--- src/rtl/ddr_arb_pkg.sv ---
// ddr_arb_pkg: shared types and helpers for the DDR port arbiter.
package ddr_arb_pkg;
    typedef enum logic {IDLE, BUSY} state_t;
    localparam int PERF_W = 32;
    function automatic int gnt_w(input int n);
        return (n > 1) ? $clog2(n) : 1;
    endfunction
endpackage

--- src/rtl/ddr_arb_rr_pick.sv ---
// ddr_arb_rr_pick: combinational round-robin picker, first request after last_ptr wins.
module ddr_arb_rr_pick
    import ddr_arb_pkg::*;
#(
    parameter int N  = 4,
    parameter int GW = gnt_w(N)
) (
    input  logic [N-1:0]  req,
    input  logic [GW-1:0] last_ptr,
    output logic [GW-1:0] pick,
    output logic          any_req
);
    logic [GW-1:0] idx;
    always_comb begin
        pick = '0;
        idx  = '0;
        // Scan farthest-first so the nearest requester after last_ptr overwrites last.
        for (int k = N; k >= 1; k--) begin
            idx = GW'((int'(last_ptr) + k) % N);
            if (req[idx]) pick = idx;
        end
    end
    assign any_req = |req;
endmodule

--- src/rtl/ddr_port_arbiter.sv ---
// ddr_port_arbiter: round-robin sharing of the DDR controller port with MAX_HOLD burst hold.
// Optional per-port performance counters under DDR_ARB_PERF_CNT_EN.
module ddr_port_arbiter
    import ddr_arb_pkg::*;
#(
    parameter int NUM_PORTS  = 4,
    parameter int ADDR_WIDTH = 32,
    parameter int DATA_WIDTH = 64,
    parameter int MAX_HOLD   = 8
) (
    input  logic                             mem_clk,
    input  logic                             mem_rst,
    input  logic [NUM_PORTS-1:0]             req_valid,
    input  logic [NUM_PORTS-1:0]             req_write,
    input  logic [NUM_PORTS*ADDR_WIDTH-1:0]  req_addr,
    input  logic [NUM_PORTS*DATA_WIDTH-1:0]  req_wdata,
    output logic [NUM_PORTS-1:0]             req_ready,
    output logic [NUM_PORTS-1:0]             req_rvalid,
    output logic [DATA_WIDTH-1:0]            req_rdata,
    output logic [ADDR_WIDTH-1:0]            ctl_addr,
    output logic [DATA_WIDTH-1:0]            ctl_wdata,
    output logic                             ctl_valid,
    output logic                             ctl_write,
    input  logic                             ctl_ready,
    input  logic [DATA_WIDTH-1:0]            ctl_rdata,
    input  logic                             perf_clr,
    output logic [NUM_PORTS*PERF_W-1:0]      perf_cnt
);
    localparam int GW = gnt_w(NUM_PORTS);
    localparam int HW = $clog2(MAX_HOLD) + 1;

    state_t        state_q, state_d;
    logic [GW-1:0] grant_q, grant_d, last_ptr_q, last_ptr_d, pick;
    logic [HW-1:0] hold_cnt_q, hold_cnt_d;
    logic          any_req, hs;

    ddr_arb_rr_pick #(.N(NUM_PORTS), .GW(GW)) u_pick (
        .req      (req_valid),
        .last_ptr (last_ptr_q),
        .pick     (pick),
        .any_req  (any_req)
    );

    always_ff @(posedge mem_clk or posedge mem_rst) begin
        if (mem_rst) begin
            state_q    <= IDLE;
            grant_q    <= '0;
            last_ptr_q <= GW'(NUM_PORTS - 1);
            hold_cnt_q <= '0;
        end else begin
            state_q    <= state_d;
            grant_q    <= grant_d;
            last_ptr_q <= last_ptr_d;
            hold_cnt_q <= hold_cnt_d;
        end
    end

    always_comb begin
        state_d    = state_q;
        grant_d    = grant_q;
        last_ptr_d = last_ptr_q;
        hold_cnt_d = hold_cnt_q;
        if (state_q == IDLE) begin
            if (any_req) begin
                state_d    = BUSY;
                grant_d    = pick;
                hold_cnt_d = '0;
            end
        end else if (!req_valid[grant_q] || (hs && hold_cnt_q == HW'(MAX_HOLD - 1))) begin
            state_d    = IDLE;
            last_ptr_d = grant_q;
        end else if (hs) begin
            hold_cnt_d = hold_cnt_q + HW'(1);
        end
    end

    always_comb begin
        ctl_valid  = (state_q == BUSY) & req_valid[grant_q];
        ctl_write  = req_write[grant_q];
        ctl_addr   = req_addr[grant_q*ADDR_WIDTH +: ADDR_WIDTH];
        ctl_wdata  = req_wdata[grant_q*DATA_WIDTH +: DATA_WIDTH];
        hs         = ctl_valid & ctl_ready;
        req_ready  = hs ? (NUM_PORTS'(1) << grant_q) : '0;
        req_rvalid = ctl_write ? '0 : req_ready;
        req_rdata  = ctl_rdata;
    end

`ifdef DDR_ARB_PERF_CNT_EN
    logic [NUM_PORTS-1:0][PERF_W-1:0] perf_q, perf_d;
    always_comb begin
        perf_d = perf_q;
        for (int i = 0; i < NUM_PORTS; i++)
            perf_d[i] = perf_clr ? '0 : perf_q[i] + PERF_W'(req_ready[i]);
    end
    always_ff @(posedge mem_clk or posedge mem_rst) begin
        if (mem_rst) perf_q <= '0;
        else         perf_q <= perf_d;
    end
    assign perf_cnt = perf_q;
`else
    logic unused_perf_clr;
    assign unused_perf_clr = perf_clr;
    assign perf_cnt        = '0;
`endif
endmodule

--- config.mk ---
export PLATFORM = sky130hd
export DESIGN_NAME = ddr_port_arbiter
export DESIGN_NICKNAME = d
export VERILOG_FILES = /design/src/rtl/ddr_arb_pkg.sv /design/src/rtl/ddr_arb_rr_pick.sv /design/src/rtl/ddr_port_arbiter.sv
export SDC_FILE = /design/constraint.sdc
export NUM_CORES = 1
export LEC_CHECK = 0
export ABC_AREA = 1
export CELL_PAD_IN_SITES_DETAIL_PLACEMENT = 0
export CELL_PAD_IN_SITES_GLOBAL_PLACEMENT = 1
export CORE_AREA = 10 10 284 286
export CTS_CLUSTER_SIZE = 20
export DETAILED_ROUTE_END_ITERATION = 10
export DIE_AREA = 0 0 294 296
export PLACE_DENSITY_LB_ADDON = 0.25
export SYNTH_ARGS = -nofsm -noshare
export SYNTH_HDL_FRONTEND = slang
export SYNTH_SLANG_ARGS = --single-unit
export TNS_END_PERCENT = 5
--- constraint.sdc ---
create_clock -name mem_clk -period 1.9 [get_ports mem_clk]
set_input_delay 0.19 -clock mem_clk [delete_from_list [all_inputs] [get_ports mem_clk]]
set_output_delay 0.19 -clock mem_clk [all_outputs]
set_load 0.01 [all_outputs]
==> results by group, run 1 <==
Pwr
  – PwrDens: 1259 nW/um^2
  – Maximum vdd drop: 499.8 uV
  – Pwr Total: 13.83 mW
  – Leak: 4.435 nW

Synthesis
  – Top_reg_cell synth: dfrtp_1
  – Mapped Avg Cell Area: about 6 sq um
  – Synth area leader: nand3_1
  – FF+latch count, synth: 9
  – Mapped Area: 4656 sq um
  – Post-synth cell types: 26
  – Top-area cell type share of the netlist area: 32.68%
  – Seq/Total Area, Yosys: between 4 and 5%
  – Synth cell count leaders: nand3_1 (304), buf_4 (193), a22oi_1 (97), nand2_1 (46), buf_2 (31)
  – Top-count cell post-synth: nand3_1
  – Yosys warnings: 0
  – Number of enable flip-flop cells after synthesis: 0
  – Largest cells by area after synthesis: nand3_1 (33%), buf_4 (31%), a22oi_1 (16%), dfrtp_1 (3.8%), nand2_1 (3.7%)
  – Async SR Flop Fraction: 100.0%
  – Post-Synthesis Cells: 765

Detailed routing
  – WL/cell: 20.84 microns
  – DR vias: ~7300
  – WL final: 46.30 mm
  – DRC violations left: 0
  – Drt via density: 3.274
  – Top layer in use: met5
  – Initial DRC Count: 277
  – Wl on met1: 17.80 mm
  – Met2 wire len: 23.26 mm
  – 1st-pass router iterations: 5
  – Antenna viol nets, final: 0
  – DR WL met3: 4.253 mm

Final layout
  – Util after Layout: 14.61%
  – Layout cell share with drive strength beyond 1: a little under a quarter
  – Post-Layout Inst Area: 10980 sq um
  – Final nets: between 1500 and 2000
  – FILL cells: 8723
  – Synth-to-Final Area Change: 135.9%

Worst setup path
  – Worst R2R Start: grant_q[1]$_DFFE_PP0P_
  – WP data arrival: 1.96 ns
  – CP Depth: 8
  – Critical path class: flip-flop to output port
  – Top delay family on crit path: buffers and inverters
  – Cell chain of the critical path: inv_6 > nor2_4 > buf_6 > buf_12 > buf_4 > a22oi_1 > nand3_1 > dlygate4sd2_1
  – R2R setup slack: 0.26 ns
  – Critical-path top delay cell: dfrtp_4
  – R2R depth: 9
  – Crit. End Element: output port
  – Critical Path Fanout Max: 10
  – WP data required: around 1.7 ns
  – Crit start category: flip-flop
  – R2R Path End: hold_cnt_q[3]$_DFFE_PP0P_
  – Max stage delay on crit path: 0.51 ns
  – Buf/Inv on CP: 5

Global routing
  – Initial antenna violation count: 11
  – GRT overflow: 0
  – Largest net degree at the start of global routing: 25
  – First-pass GRT wire length: 61.05 mm
  – Vias in the first global route: 7778
  – Total Routing Usage GR: approximately a tenth

Status
  – Status: complete, but fails checks
  – Failing checks: setup timing

STA
  – Worst setup margin: -0.2504 ns
  – Worst hold slack: 0.2429 ns
  – Final Skew: 0.001355 ns
  – Slew Viols, Final: 0
  – Max Freq: 0.4650 GHz
  – Fin. Hold Viols: 0
  – RSZ-0062 raised after global routing: yes
  – Final setup viols: between 60 and 70
  – Period utilization: 113.2%
  – Crit path time final: 2.150 ns

Floorplan
  – Full die area: 87020 sq um
  – Placeable Area: 75190 sq um
  – Starting Density: 6.192%
  – Die height: slightly below 300 microns
  – Die width: 294 microns
  – Boundary Pins: 758
  – # rows: 101

Placed design
  – I/O Buffers: 500
  – Global placer's final weighted congestion: approximately 0.80
  – Worst slack at placement: -0.4150 ns
  – Final HPWL DP: 38.43 mm
  – Placed cell area: 10450 sq um

Job
  – Max-cap viol count: 0

Clock tree
  – H-tree Lvls: 1
  – Clock transition at path regs: 0.04 ns
  – CTS tree: done
  – Root Buffer: clkbuf_16
  – Total CTS buffers: 3
  – Clock latency on the worst-skew pair: 0.23 ns
  – Sink Count: 9
  – CTS Hold Bufs: 0
  – Max Buffers Root-to-Sink: 2

Min path
  – Worst Hold Class: input pin to async pin
-- flip-flops by register name, indices dropped and copies added (netlist names) --
register / flops
last_ptr_q: 2
state_q: 1
grant_q: 2
hold_cnt_q: 4
-- where the power goes --
| group | internal (mW) | switching [mW] | total [mW] |
|---|---|---|---|
| Combinational | 5.97 | 7.05 | 13.0 |
| Clock | 0.280 | 0.0910 | 0.372 |
| Sequential | 0.304 | 0.134 | 0.438 |
| Total | 6.55 | 7.28 | 13.8 |
-- kinds of logic after synthesis --
family	synth area share [%]
buffers and inverters	38.73
flip-flops	4.891
XOR/XNOR	0.1882
AND/OR/NAND/NOR	39.18
adder cells (fa/ha/maj)	0.2687
other	0.08055
AO/OA/AOI/OAI	16.66
-- cell usage in the layout, fill, tap and decap left out, types with 2 or more instances in the layout --
cell / synthesis / final
clkbuf_16: 0 / 3
dlygate4sd2_1: 0 / 3
conb_1: 1 / 128
clkdlybuf4s15_2: 0 / 2
nand3_2: 0 / 10
nand4_1: 2 / 2
inv_1: 18 / 18
dfrtp_1: 7 / 5
dfstp_2: 2 / 2
diode_2: 0 / 2
dfrtp_4: 0 / 2
nand3_1: 304 / 294
o21ai_1: 5 / 5
buf_8: 0 / 7
buf_2: 31 / 74
clkbuf_2: 0 / 6
a21oi_1: 2 / 2
bufbuf_16: 0 / 2
buf_4: 193 / 61
buf_6: 0 / 27
a22oi_2: 0 / 51
nor3_2: 4 / 3
nor2_1: 8 / 4
nor2_4: 1 / 6
nand2_1: 46 / 45
clkdlybuf4s50_1: 0 / 394
buf_12: 0 / 22
buf_16: 0 / 5
a22oi_1: 97 / 46
-- layout make-up --
class	instances	area [sq um]	area share, %
timing repair buffer	603	5903	53.75
multi-input combinational	606	3456	31.47
tap	978	1224	11.14
sequential	9	235.2	2.142
inverter	20	80.08	0.7292
clock buffer	4	78.83	0.7178
antenna	2	5.005	0.04557
-- metal layers --
| metal | GRT usage [%] | vias to the layer above |
|---|---|---|
| met5 | 0 | - |
| met4 | 1.989 | 2 |
| met3 | 3.360 | 64 |
| met2 | 17.49 | 444 |
| met1 | 10.97 | 3385 |
| li1 | - | 3380 |
-- stage by stage --
| stage | std cells | setup TNS (ns) |
|---|---|---|
| 4_1_cts | 2215 | -10.03 |
| 6_report | 2222 | -4.228 |
| 3_3_place_gp | 2190 | -28.12 |
| 2_1_floorplan | 892 | 0 |
| 5_1_grt | 2221 | -10.86 |
| 3_5_place_dp | 2190 | -27.68 |
-- repair_timing --
action / in CTS / in global routing
gates resized for setup: 441 / 93
buffers inserted: 17 / 5
pin swaps: 12 / 7
cloned: 5 / 0
endpoints found under the setup margin: 106 / 105
-- worst max-delay path by stage --
stage | from | to
final | grant_q[0]$_DFFE_PP0P_ | ctl_wdata[59]
after global routing | grant_q[1]$_DFFE_PP0P_ | ctl_wdata[63]
after CTS | grant_q[0]$_DFFE_PP0P_ | req_rvalid[3]
after detailed placement | grant_q[0]$_DFFE_PP0P_ | ctl_wdata[10]
after global placement | grant_q[1]$_DFFE_PP0P_ | req_rvalid[3]
after floorplan | grant_q[1]$_DFFE_PP0P_ | req_rvalid[0]
No activity file was read; power rests on OpenSTA's default activity.
==> inputs of run 2 (changes only) <==
==> constraint.sdc (replaced) <==
create_clock -name mem_clk -period 1.9 [get_ports mem_clk]
set_input_delay 0.38 -clock mem_clk [delete_from_list [all_inputs] [get_ports mem_clk]]
set_output_delay 0.38 -clock mem_clk [all_outputs]
set_load 0.01 [all_outputs]
==> run 2 against run 1 <==
Compared with the run above:
- the flow still finishes with violations (setup timing)
- non-clock buffer count down 8
- sequential share of layout area about the same
- critical path type unchanged
- cell count down 0.45%
- worst setup slack worse by 0.16 ns
- worst hold slack better by 0.19 ns
==> results by group, run 2 (same netlist as run 1, synthesis figures left out) <==
Pwr
  – P_int: 6.352 mW (-3.0%)
  – NetSw: 7.125 mW (-2.1%)
  – Fraction of power spent switching nets: 52.87% (+0.24 points)
  – Clock share of power: 2.8% (about the same)
  – PwrDens: 1243 nW/um^2 (-1.3%)
  – Maximum vdd drop: 434.8 uV (-13%)
  – Combinational power share: 94.0% (about the same)
  – Leak: 4.370 nW (-1.5%)
  – Sequential Power Share: 3.2% (about the same)
  – Pwr Total: 13.48 mW (-2.5%)

STA
  – Worst setup margin: -0.4112 ns (-0.1609 ns)
  – Max Freq: 0.4327 GHz (-7.0%)
  – Fin. Hold Viols: 0 (unchanged)
  – Period utilization: 121.6% (+8.5 points)
  – Crit path time final: 2.311 ns (+0.1609 ns)
  – Final Skew: 0.0007534 ns (-0.0006018 ns)
  – Final setup viols: 106 (+63%)
  – Slew Viols, Final: 0 (unchanged)
  – RSZ-0062 raised after global routing: yes
  – Worst hold slack: 0.4309 ns (+0.1880 ns)

Clock tree
  – Clock transition at path regs: 0.04 ns (about the same)
  – CTS tree: done
  – Max Buffers Root-to-Sink: 2 (unchanged)
  – H-tree Lvls: 1 (unchanged)
  – Total CTS buffers: 3 (unchanged)
  – Clock latency on the worst-skew pair: 0.23 ns (about the same)
  – Sink Count: 9 (unchanged)
  – CTS Hold Bufs: 0 (unchanged)
  – Root Buffer: clkbuf_16

Worst setup path
  – Critical path class: flip-flop to output port
  – Crit. End Element: output port
  – WP data required: 1.52 ns (-0.19 ns)
  – R2R setup slack: 0.17 ns (-0.09 ns)
  – Crit start category: flip-flop
  – WP data arrival: 1.93 ns (-0.03 ns)
  – Critical Path Fanout Max: 7 (-3)

Final layout
  – Max reg flops: 4 (unchanged)
  – Most frequent cells in the layout: clkdlybuf4s50_1 (394), nand3_1 (298), conb_1 (128), buf_2 (64), a22oi_1 (62)
  – Biggest register: hold_cnt_q
  – Synth-to-Final Area Change: 132.9%
  – Final nets: 1696 (-0.47%)
  – Top flop regs: hold_cnt_q x4, grant_q x2, last_ptr_q x2
  – Layout cell share with drive strength beyond 1: 20.75% (-2.6 points)
  – Util after Layout: 14.42% (-0.18 points)
  – Most common cell after layout, fill and taps aside: clkdlybuf4s50_1
  – Antenna Cells: 0 (-2)

Job
  – Max-cap viol count: 0 (unchanged)

Floorplan
  – Placeable Area: 75190 sq um (unchanged)
  – # rows: 101 (unchanged)
  – Die width: 294 microns (unchanged)
  – Full die area: 87020 sq um (unchanged)
  – Die height: 296 microns (unchanged)
  – Boundary Pins: 758 (unchanged)
  – Starting Density: 6.192% (unchanged)

Detailed routing
  – Initial DRC Count: 273 (-1.4%)
  – WL/cell: 20.78 microns (-0.28%)
  – DR vias: 7208 (-0.92%)
  – Drt via density: 3.259 (-0.47%)
  – 1st-pass router iterations: 5 (unchanged)
  – Antenna viol nets, final: 0 (unchanged)
  – DRC violations left: 0 (unchanged)
  – WL final: 45.96 mm (-0.73%)

Placed design
  – Global placer's final weighted congestion: 0.7760 (-2.5%)
  – I/O Buffers: 500 (unchanged)
  – Final HPWL DP: 39.00 mm (+1.5%)

Global routing
  – Met3 global-route usage: 3.427% (+0.067 points)
  – Largest net degree at the start of global routing: 32 (+28%)
  – Total Routing Usage GR: 9.590% (-0.14 points)
  – GRT overflow: 0 (unchanged)
  – Initial antenna violation count: 11 (unchanged)
  – Gr busiest metal: met2
  – First-pass GRT wire length: 60.64 mm (-0.68%)
  – GRT met1 Usage: 10.75% (-0.22 points)
  – Vias in the first global route: 7814 (+0.46%)
  – Met2 usage: 17.12% (-0.37 points)

Min path
  – Worst Hold Class: input pin to async pin

Status
  – Failing checks: setup timing
  – Status: complete, but fails checks
run 2: changes by cell type in the layout (fill, tap and decap cells not counted), moves of 3 or more:
cell | previous run | this run
a22oi_2 | 51 | 35
buf_4 | 61 | 51
dlygate4sd2_1 | 3 | 7
nand3_1 | 294 | 298
buf_12 | 22 | 19
clkdlybuf4s15_2 | 2 | 25
buf_2 | 74 | 64
a22oi_1 | 46 | 62
buf_6 | 27 | 19
nand3_2 | 10 | 6
run 2: routing by layer:
metal	vias to the layer above	wire length, microns
li1	3360	-
met1	3311	17670
met2	463	22620
met3	70	4504
met4	4	1140
met5	-	27
run 2: worst paths after layout:
check,start,endpoint,depth (start not counted)
worst max-delay path,grant_q[0]$_DFFE_PP0P_,req_rvalid[2],10
worst min-delay path,mem_rst,hold_cnt_q[3]$_DFFE_PP0P_,2
worst max register to register,grant_q[0]$_DFFE_PP0P_,last_ptr_q[0]$_DFFE_PP1P_,10
worst min register to register,last_ptr_q[1]$_DFFE_PP1P_,last_ptr_q[1]$_DFFE_PP1P_,2
max in group asynchronous,mem_rst,last_ptr_q[1]$_DFFE_PP1P_,2
min in group mem_clk,last_ptr_q[1]$_DFFE_PP1P_,last_ptr_q[1]$_DFFE_PP1P_,2
run 2: repair_timing:
item | CTS | global route
gates resized for setup | 418 | 35
pin swaps | 13 | 7
setup endpoints to repair | 106 | 106
setup buffers | 11 | 3
gates cloned | 4 | 1
endpoints found under the hold margin | 0 | 0
run 2: worst max-delay path: stages, from the launching register on:
cell and delay, ns:
dfrtp_4 0.52, nor2_4 0.14, buf_6 0.12, nand2_2 0.04, nand4_1 0.18, inv_2 0.08
nor2_4 0.13, nand2_4 0.08, buf_12 0.14, nor3_2 0.10, buf_2 0.15
run 2: through the flow:
stage | instances | setup TNS (ns) | area (sq um) | setup slack (ns)
after floorplan | 892 | 0 | 5132 | 0.1835
after global placement | 2189 | -53.10 | 10420 | -0.8178
after detailed placement | 2189 | -52.81 | 10420 | -0.7704
after CTS | 2208 | -33.97 | 10750 | -0.4697
after global routing | 2212 | -35.55 | 10840 | -0.5093
final | 2212 | -27.17 | 10840 | -0.4112
run 2: final cells by class:
type	instances	area, sq um
tap	978	1224
multi-input combinational	606	3341
sequential	9	235.2
fill	8699	64350
clock buffer	4	78.83
timing repair buffer	595	5884
inverter	20	80.08
run 2: power by group through the flow:
stage	Clock [mW]	Sequential (mW)	Combinational, mW
4_1_cts	0.384	0.434	12.8
3_5_place_dp	0	0.425	12.6
5_1_grt	0.394	0.448	13.9
3_3_place_gp	0	0.425	12.6
2_1_floorplan	0	0.348	5.38
6_report	0.379	0.433	12.7
